--- config.mk ---
export PLATFORM = sky130hd
export DESIGN_NAME = osc_frame_reader
export DESIGN_NICKNAME = d
export VERILOG_FILES = /design/src/rtl/osc_frame_reader.sv
export SDC_FILE = /design/constraint.sdc
export NUM_CORES = 1
export LEC_CHECK = 0
export CAP_MARGIN = 0
export CORE_AREA = 4 4 74 76
export DETAILED_ROUTE_END_ITERATION = 10
export DIE_AREA = 0 0 78 80
export GPL_ROUTABILITY_DRIVEN = 0
export PLACE_DENSITY_LB_ADDON = 0.25
export SLEW_MARGIN = 10
export SYNTH_ARGS = -nofsm -noshare
export SYNTH_HDL_FRONTEND = slang
export SYNTH_SLANG_ARGS = --single-unit
--- constraint.sdc ---
create_clock -name clk -period 2.9 [get_ports clk]
set_clock_uncertainty 0.05 [all_clocks]
set_input_delay 0.435 -clock clk [delete_from_list [all_inputs] [get_ports clk]]
set_output_delay 0.435 -clock clk [all_outputs]
set_load 0.02 [all_outputs]
--- src/rtl/osc_frame_reader.sv ---
// osc_frame_reader: streams one captured oscilloscope frame per arm request.
//
// Once armed, the block waits for the falling edge of the capture-busy flag,
// then emits the header byte 8'hA5, a flag byte {7'b0, trig_flag}, and DEPTH
// samples read from the capture buffer (read latency 1, 2-entry skid FIFO).
//
// Build option: define OSC_FRAME_CKSUM_EN to append a modulo-256 checksum of
// the sample bytes as a final byte.
//
// Ports:
//   clk        rising-edge clock
//   rst        asynchronous active-low reset
//   arm        one-cycle request to send the next captured frame (IDLE only)
//   busy       capture-in-progress from the trigger/sampler stage
//   trig_flag  1 = triggered capture, 0 = timeout; latched on busy fall
//   din        signed sample from the capture buffer, valid the cycle after read
//   read       read strobe to the capture buffer
//   m_data     stream byte
//   m_valid    stream byte valid
//   m_ready    downstream accepts the byte
//   active     high from arm acceptance until the last byte transfers
//   done       one-cycle pulse on the last byte transfer
module osc_frame_reader #(
  parameter int unsigned DEPTH = 1000
) (
  input  logic              clk,
  input  logic              rst,
  input  logic              arm,
  input  logic              busy,
  input  logic              trig_flag,
  input  logic signed [7:0] din,
  output logic              read,
  output logic [7:0]        m_data,
  output logic              m_valid,
  input  logic              m_ready,
  output logic              active,
  output logic              done
);

  localparam logic [9:0] DEPTH_C = 10'(DEPTH);
  localparam logic [9:0] LAST_C  = 10'(DEPTH - 1);

`ifdef OSC_FRAME_CKSUM_EN
  typedef enum logic [2:0] {IDLE, WAIT, HDR, FLAG, DATA, CKSUM} state_e;
`else
  typedef enum logic [2:0] {IDLE, WAIT, HDR, FLAG, DATA} state_e;
`endif

  state_e     state_q, state_d;
  logic       busy_q;
  logic       flag_q, flag_d;
  logic [9:0] rd_cnt_q, rd_cnt_d;
  logic [9:0] tx_cnt_q, tx_cnt_d;
  logic       infl_q;
  logic [7:0] fifo_mem_q [2];
  logic       wr_ptr_q, rd_ptr_q;
  logic [1:0] count_q;

  logic       fifo_valid;
  logic [7:0] fifo_head;
  logic       push, pop;
  logic [1:0] occ_eff;

  assign fifo_valid = (count_q != 2'd0);
  assign fifo_head  = fifo_mem_q[rd_ptr_q];
  assign push       = infl_q;
  assign pop        = (state_q == DATA) && fifo_valid && m_ready;

  // The entry leaving this cycle is not counted, so a read can be issued
  // alongside a pop; this keeps one sample per cycle with only two entries
  // while occupancy plus reads in flight never exceeds two.
  assign occ_eff = count_q - {1'b0, pop};
  assign read    = (state_q == DATA) && ((occ_eff + {1'b0, infl_q}) < 2'd2)
                   && (rd_cnt_q < DEPTH_C);

  assign active = (state_q != IDLE);

`ifdef OSC_FRAME_CKSUM_EN
  logic [7:0] cksum_q, cksum_d;

  always_comb begin
    cksum_d = cksum_q;
    if (state_q == HDR) begin
      cksum_d = '0;
    end else if (pop) begin
      cksum_d = cksum_q + fifo_head;
    end
  end

  always_ff @(posedge clk or negedge rst) begin
    if (!rst) begin
      cksum_q <= '0;
    end else begin
      cksum_q <= cksum_d;
    end
  end
`endif

  always_comb begin
    state_d  = state_q;
    flag_d   = flag_q;
    rd_cnt_d = rd_cnt_q;
    tx_cnt_d = tx_cnt_q;
    m_data   = '0;
    m_valid  = 1'b0;
    done     = 1'b0;
    case (state_q)
      IDLE: begin
        if (arm) state_d = WAIT;
      end
      WAIT: begin
        if (busy_q && !busy) begin
          flag_d  = trig_flag;
          state_d = HDR;
        end
      end
      HDR: begin
        m_data   = 8'hA5;
        m_valid  = 1'b1;
        rd_cnt_d = '0;
        tx_cnt_d = '0;
        if (m_ready) state_d = FLAG;
      end
      FLAG: begin
        m_data  = {7'b0, flag_q};
        m_valid = 1'b1;
        if (m_ready) state_d = DATA;
      end
      DATA: begin
        m_data  = fifo_head;
        m_valid = fifo_valid;
        if (read) rd_cnt_d = rd_cnt_q + 10'd1;
        if (pop) begin
          tx_cnt_d = tx_cnt_q + 10'd1;
          if (tx_cnt_q == LAST_C) begin
`ifdef OSC_FRAME_CKSUM_EN
            state_d = CKSUM;
`else
            state_d = IDLE;
            done    = 1'b1;
`endif
          end
        end
      end
`ifdef OSC_FRAME_CKSUM_EN
      CKSUM: begin
        m_data  = cksum_q;
        m_valid = 1'b1;
        if (m_ready) begin
          done    = 1'b1;
          state_d = IDLE;
        end
      end
`endif
      default: state_d = IDLE;
    endcase
  end

  always_ff @(posedge clk or negedge rst) begin
    if (!rst) begin
      state_q       <= IDLE;
      busy_q        <= 1'b0;
      flag_q        <= 1'b0;
      rd_cnt_q      <= '0;
      tx_cnt_q      <= '0;
      infl_q        <= 1'b0;
      fifo_mem_q[0] <= '0;
      fifo_mem_q[1] <= '0;
      wr_ptr_q      <= 1'b0;
      rd_ptr_q      <= 1'b0;
      count_q       <= '0;
    end else begin
      state_q  <= state_d;
      busy_q   <= busy;
      flag_q   <= flag_d;
      rd_cnt_q <= rd_cnt_d;
      tx_cnt_q <= tx_cnt_d;
      infl_q   <= read;
      if (state_q == HDR) begin
        wr_ptr_q <= 1'b0;
        rd_ptr_q <= 1'b0;
        count_q  <= '0;
      end else begin
        if (push) begin
          fifo_mem_q[wr_ptr_q] <= $unsigned(din);
          wr_ptr_q             <= ~wr_ptr_q;
        end
        if (pop) rd_ptr_q <= ~rd_ptr_q;
        count_q <= count_q + {1'b0, push} - {1'b0, pop};
      end
    end
  end

endmodule

==> results.ini <==
[cts]
clk_latency_ns=0.29
cts_setup_buffers=0
cts.clk_slew.worst_paths_ns=0.08
htree_levels=2
clock_path_buffers=2
clock_sinks=46
numCtsBuffers=5
cts_root_buf=clkbuf_8
cts_hold_buf=0
cts_tree=done

[synth]
synthCells=223
synth_nets=240
ys_types=40
yosysWarnings=0
synth_top_area_cell=dfrtp_1
async_flop_share=1.00
synth.cell_area_sq_um=2320
synth_top_cells_by_area=dfrtp_1 50%, mux2_2 8.3%, mux2i_1 7.8%
synth_edf_count=0
ys_ff_latch=46
yosysTopAreaCellShare=0.496
seq_area_frac_synth=0.496
syn_area_per_cell_sq_um=10.4
synth_common_cells=46 x dfrtp_1, 26 x nand2_1, 21 x nor2_1
yosysMostFrequentCell=dfrtp_1
synth_ff_type=dfrtp_1

[timing]
timing.final.crit_period_ns=2.76
maxSlewViolCount=0
fin_ws_ns=0.135
whs_ns=0.261
finalHoldViolations=0
worstMarginPinSlew_ns=1.00
rsz0062_at_grt=false
max_freq_mhz=362
setup_violations=0
tns_ns=0
period_share=0.953
slew_headroom=0.332

[final_layout]
area_growth_pct=22.2
drive_gt1_frac=0.189
seqCellArea_sq_um=1150
multi_input_area_sq_um=1150
antenna_cells=0
fin_nets=281
fillers=422

[routing]
wire_per_inst_um=13.7
drc=0
wirelength_um=4540
routed_via_density=5.28
num_vias=1749
antenna_left=0
drt-initial-drc-count=81
drt_pass1_iterations=4

[job]
cap_violations=0

[power_and_ir_drop]
power_density_nw_per_um2=781
p_leak_nw=1.18
ir_worst_vdd_v=0.000553
p_total_w=0.00221

[critical_path]
start_kind=register
arrival_ns=2.28
crit_path_max_fanout=16
critPathRequiredTime_ns=2.41
endpoint_kind=output port
critical_path_class=reg -> out

[global_routing]
grt_max_degree=47
grt_pass1_vias=1757
grt_usage=0.160
grt_overflow=0
grt_antenna_before_repair=0
grt_pass1_wl_um=7880

[die]
ios=26
core_sq_um=4720
dieHeight_um=80
die_area_sq_um=6240
start_util=0.491
rows=25
die_w_um=78

[outcome]
outcome=complete, no violations

[placed_design]
dp_hpwl_um=3250
port_buffers=25
place_ws_ns=-0.343

[hold_path]
hp-class=in -> async

where the power goes:
part / total (W) / leakage (nW) / internal [W] / switching (W)
sequential: 0.000966 / 0.594 / 0.000831 / 0.000134
clock: 0.000360 / 0.0438 / 0.000162 / 0.000198
combinational: 0.000887 / 0.540 / 0.000453 / 0.000434
total: 0.00221 / 1.18 / 0.00145 / 0.000767
worst paths after layout:
| check | startpoint | endpoint | slack, ns | cells after the start |
|---|---|---|---|---|
| max in group asynchronous | rst | fifo_mem_q[13]$_DFFE_PN0P_ | 1.92 | 1 |
| worst min register to register | fifo_mem_q[7]$_DFFE_PN0P_ | fifo_mem_q[7]$_DFFE_PN0P_ | 0.46 | 1 |
| worst max register to register | state_q[0]$_DFFE_PN0P_ | rd_cnt_q[2]$_DFFE_PN0P_ | 0.42 | 9 |
| worst max-delay path | state_q[0]$_DFFE_PN0P_ | done | 0.14 | 5 |
| min in group clk | fifo_mem_q[7]$_DFFE_PN0P_ | fifo_mem_q[7]$_DFFE_PN0P_ | 0.46 | 1 |
| worst min-delay path | rst | fifo_mem_q[12]$_DFFE_PN0P_ | 0.26 | 1 |
worst max-delay path, stage by stage, from the launching register on:
cell and delay [ns]:
dfrtp_1 0.38, or3b_1 0.41, buf_4 0.22, or3_4 0.41, nor3_1 0.24, clkdlybuf4s15_1 0.34
cell type report:
type,count,area share
flip-flops and latches,46,0.406
multi-input cells,168,0.404
repair buffers,42,0.131
well taps,67,0.0296
clock buffers,5,0.0243
clock inverters,2,0.00353
inverters,1,0.00132
metal layers:
layer	global-route usage	share of wire	vias to the layer above	wire (um)
li1	-	-	873	-
met3	0.0361	0.031	5	142
met4	0.0577	0.014	0	62
met1	0.202	0.48	849	2190
met2	0.269	0.47	22	2150
met5	0	0	-	0
cells in the final DEF, fill, tap and decap left out, types with 2 or more instances in the layout:
master           netlist  layout
mux2_2                17      17
o21ai_0                9       9
or3_1                  3       3
nor2b_1                3       3
xor2_1                 3       3
nand2b_1               7       7
and3_1                 3       3
dfrtp_1               46      46
mux2i_1               18      18
buf_4                  0      18
nor2_1                21      20
nor4_1                 7       7
clkdlybuf4s50_1        0      22
nor3b_1                2       2
xnor2_1                5       5
clkbuf_8               0       5
ha_1                   3       2
clkinv_2               0       2
o211ai_1               3       3
nand4_1                2       2
nor3_1                 4       4
a21oi_1                7       7
nand3_1                8       8
nand2_1               26      26
o22ai_1                2       2
repair_timing:
action,CTS,global route
endpoints found under the setup margin,2,2
resized for setup,6,3
pin swaps,0,2
cell families after synthesis:
family,count (synthesis),synth area share
AOI/OAI and AO/OA,26,0.0669
adders and majority gates,3,0.0162
DFF,46,0.496
buffers and inverters,9,0.0156
and+or+nand+nor,96,0.215
xor gates and xnor gates,8,0.0302
muxes,35,0.160
registers in the layout, summed over array words and instances (netlist names):
register	count
flag_q	1
count_q	2
rd_ptr_q	1
infl_q	1
rd_cnt_q	10
tx_cnt_q	10
busy_q	1
state_q	3
wr_ptr_q	1
fifo_mem_q	16
metrics by stage:
stage	util	cells	instance area [sq um]
after floorplan	-	223	2330
after global placement	0.583	324	2750
after detailed placement	0.583	324	2750
after CTS	0.599	331	2830
after global routing	0.600	331	2830
final	0.600	331	2830
Power figures use the tool's default switching activity.
